--- config.mk ---
export PLATFORM = sky130hd
export DESIGN_NAME = deserializador
export DESIGN_NICKNAME = d
export VERILOG_FILES = /design/src/rtl/deserializador.sv
export SDC_FILE = /design/constraint.sdc
export NUM_CORES = 1
export LEC_CHECK = 0
export CAP_MARGIN = 40
export CORE_MARGIN = 2
export CORE_UTILIZATION = 53
export DETAILED_ROUTE_END_ITERATION = 8
export PLACE_DENSITY = 0.82
export SYNTH_ARGS = -nofsm -noshare
export SYNTH_HDL_FRONTEND = slang
export SYNTH_SLANG_ARGS = --single-unit
--- constraint.sdc ---
create_clock -name clk_100KHz -period 2 [get_ports clk_100KHz]
set_input_delay 0.2 -clock clk_100KHz [delete_from_list [all_inputs] [get_ports clk_100KHz]]
set_output_delay 0.2 -clock clk_100KHz [all_outputs]
set_load 0.01 [all_outputs]
--- src/rtl/deserializador.sv ---
// ============================================================================
// Module   : deserializador
// Purpose  : Serial-to-parallel word assembler with ready/ack handshake.
//            Define DESERI_LSB_FIRST_EN for LSB-first assembly (default MSB-first).
// Revision : 1.0 - initial release
// ============================================================================
`timescale 1ns/1ps
`default_nettype none

module deserializador #(
   parameter int WORD_W = 8
) (
   input  logic              clk_100KHz,
   input  logic              reset,
   input  logic              data_in,
   input  logic              write_in,
   input  logic              ack_in,
   output logic              status_out,
   output logic [WORD_W-1:0] data_out,
   output logic              data_ready
);

   localparam int CNT_W = $clog2(WORD_W);
   localparam logic [CNT_W-1:0] C_LAST_BIT = CNT_W'(WORD_W - 1);

   typedef enum logic [0:0] {
      RECEIVE = 1'b0,
      READY   = 1'b1
   } state_t;

   state_t            state_q, state_d;
   logic [WORD_W-1:0] shift_q, shift_d;
   logic [CNT_W-1:0]  cnt_q,   cnt_d;
   logic [WORD_W-1:0] data_q,  data_d;
   logic              ready_q, ready_d;
   logic [WORD_W-1:0] shift_next;

   // Shift direction decides where the first received bit finally lands.
`ifdef DESERI_LSB_FIRST_EN
   assign shift_next = {data_in, shift_q[WORD_W-1:1]};
`else
   assign shift_next = {shift_q[WORD_W-2:0], data_in};
`endif

   always_comb begin
      state_d = state_q;
      shift_d = shift_q;
      cnt_d   = cnt_q;
      data_d  = data_q;
      ready_d = ready_q;
      case (state_q)
         RECEIVE: begin
            if (write_in) begin
               if (cnt_q == C_LAST_BIT) begin
                  data_d  = shift_next;
                  ready_d = 1'b1;
                  shift_d = '0;
                  cnt_d   = '0;
                  state_d = READY;
               end else begin
                  shift_d = shift_next;
                  cnt_d   = cnt_q + 1'b1;
               end
            end
         end
         READY: begin
            // Serial bits arriving while a word is pending are dropped.
            if (ack_in) begin
               ready_d = 1'b0;
               state_d = RECEIVE;
            end
         end
         default: state_d = RECEIVE;
      endcase
   end

   always_ff @(posedge clk_100KHz) begin
      if (reset) begin
         state_q <= RECEIVE;
         shift_q <= '0;
         cnt_q   <= '0;
         data_q  <= '0;
         ready_q <= 1'b0;
      end else begin
         state_q <= state_d;
         shift_q <= shift_d;
         cnt_q   <= cnt_d;
         data_q  <= data_d;
         ready_q <= ready_d;
      end
   end

   assign data_out   = data_q;
   assign data_ready = ready_q;
   assign status_out = ready_q;

endmodule

`default_nettype wire

==> summary.txt <==
Logic synthesis
  – Asr flop ratio synth: 0
  – Cells after synthesis: 93
  – Mapped Nets: about 100
  – Ys flop type: dfxtp_1
  – Synthesis-stage register bit count: 20
  – Commonest cells post-synth: nand2_1, dfxtp_1, a21oi_1, a21oi_2, nand3b_1
  – Yosys warns: 0
  – Mean Syn Cell Area: around 9.0 µm²
  – Post-synth EDFFs: 0
  – Count leader, synth: nand2_1
  – Synth cell types: 15
  – Share of the synthesized area in the top cell type: 0.479
  – Area of the mapped netlist: 836 µm²
  – Ranking of synthesized cells by area: dfxtp_1, nand2_1, a21oi_2
  – Area leader, netlist: dfxtp_1
  – Sequential element share of the synthesized area: 0.479

STA
  – Skew final: 0.00508 ns
  – Setup Viol. Count Final: 0
  – Rel. slew slack: 0.724
  – Endpoints failing hold: 0
  – Measured slew at the worst slew-check pin: about 0.41 ns
  – Peak Freq: 646 MHz
  – RSZ-0062 raised after global routing: no
  – TNS Setup: 0 ns
  – Final Slew Violations: 0
  – Hold_ws: 0.464 ns
  – Post-layout min period: 1.55 ns
  – Final worst-path cycle share: 0.774

Global routing
  – Pin count of the biggest net entering global routing: 21
  – Number of global-route vias before repair: 595
  – First-pass GRT wire length: ~2.5 mm
  – Total grt overflow: 0
  – Total Routing Usage GR: 0.177
  – Initial antenna violation count: 0

Power and ir drop
  – Pleak: approximately 0.00034 µW
  – Max IR drop VDD: 0.492 mV
  – Internal power component: 531 µW
  – Seq pwr share: 0.602
  – Logic pwr share: 0.054
  – Power per cell area: 678 nW/µm²
  – Clock Power Share: 0.344
  – Total net switching power: between 100 and 150 µW
  – Net Sw Frac: 0.216

Drt
  – Routed Antenna Nets: 0
  – Number of DRC markers in iteration 0: 13
  – Total wire length: 1.40 mm
  – DR vias: between 600 and 700
  – Via density: 5.25
  – Initial DRT Pass Iterations: 4
  – Wire per inst: approximately 12 µm
  – DRC: 0

Clocking
  – CTS root buf: clkbuf_4
  – CTS Buf Count: 3
  – CTS Buffer Depth: 2
  – Cts repair resizes: 0
  – Cts hold-fix bufs: 0
  – Total clock sinks: 20
  – Skew-Pair Late Insertion Delay: 0.30 ns
  – Clk slew on worst S/H paths: 0.11 ns
  – Htree depth: 1
  – CTS tree: built
  – Postcts setup bufs: 0

Setup path
  – Crit path capture type: register
  – Crit path max fanout: 9
  – Crit path arrival time: 1.79 ns
  – Critical path launch point type: register
  – CP Data Required Time: approximately 2.2 ns
  – CP Class: reg -> reg

Job
  – MaxCap Viol Count: 0

Finish
  – Fin cells: 122
  – Ant diodes: 0
  – Final Util: 0.671
  – Layout cells sized above 1: 0.151
  – Final nets: ~120
  – Area Overhead vs Synth: 19.5%
  – Fillcell total: around 120

Placement
  – HPWL after DPL: 946 µm
  – GPL Wtd Cong: between 0.7 and 0.8
  – Placed insts: approximately 120
  – IO Port Bufs: 14

Min path
  – Hold Path Class: reg -> reg

Run status
  – Run status: finished, final reports clean

Die
  – Boundary pin count: 15
  – Site row count: 14
  – Die Area: 1910 µm²
  – DIE HEIGHT: 43.7 µm
  – Starting Density: 0.561
  – Core ar.: ~1500 µm²
  – Chip width: 43.7 µm
-- critical path, stage by stage (launching register included) --
cell,delay (ns)
dfxtp_1,0.37
ha_1,0.18
ha_1,0.28
and3b_1,0.41
nand2_1,0.12
a21oi_2,0.12
-- worst paths after layout --
check,start,to,slack (ns),cells past startpoint
setup reg to reg,cnt_q[0]$_SDFFE_PP0P_,data_out[5]$_SDFFE_PP0P_,0.45,5
hold reg to reg,shift_q[6]$_SDFFE_PP0P_,shift_q[6]$_SDFFE_PP0P_,0.46,2
setup / recovery,cnt_q[0]$_SDFFE_PP0P_,data_out[5]$_SDFFE_PP0P_,0.45,5
hold / removal,shift_q[6]$_SDFFE_PP0P_,shift_q[6]$_SDFFE_PP0P_,0.46,2
-- layout by cell type, fill, tap and decap left out, drive strengths merged --
cell	instances
a21oi	18
and3b	1
buf	1
clkbuf	4
clkdlybuf4s50	14
dfxtp	20
ha	3
mux2	1
mux2i	1
nand2	28
nand2b	1
nand3b	9
nor2	4
nor2b	1
-- sequential cells by signal, indices dropped and copies added (netlist names) --
name        flops
shift_q         7
cnt_q           3
data_ready      1
state_q         1
data_out        8
-- layer usage --
layer	track usage	vias up	share of wire
met5	0	-	0
met4	0.109	0	0.026
met3	0.0250	4	0.026
met2	0.291	8	0.47
met1	0.218	293	0.48
li1	-	335	-
-- power groups by stage --
stage	Clock (µW)	Sequential, µW	Combinational [µW]
2_1_floorplan	0	416	25.2
3_3_place_gp	0	417	35.5
3_5_place_dp	0	417	36.0
4_1_cts	236	408	36.2
5_1_grt	252	409	40.9
6_report	233	408	36.3
-- final cells by class --
class / instances / area, µm² / area share
Timing Repair Buffer: 15 / 148 / 0.148
Sequential cell: 20 / 400 / 0.401
Multi-Input combinational cell: 67 / 394 / 0.395
Tap cell: 16 / 20.0 / 0.0201
Clock buffer: 4 / 36.3 / 0.0363
-- cell families (layout without fill, tap and decap cells) --
kind of cell,Yosys count,after routing,synth area share
buffers and inverters,6,19,0.0494
AND/OR/NAND/NOR,44,44,0.253
multiplexers,2,2,0.0254
flip-flops,20,20,0.479
adder cells (fa/ha/maj),3,3,0.0449
AO/OA/AOI/OAI,18,18,0.148
-- through the flow --
step | total power [µW] | cell area (µm²) | setup slack [ns]
global placement | 452 | 962 | 0.508
global route | 702 | 998 | 0.294
floorplan | 441 | 836 | 0.689
finish | 677 | 998 | 0.453
CTS | 680 | 998 | 0.449
detailed placement | 453 | 962 | 0.467
No activity file was read; power rests on OpenSTA's default activity.
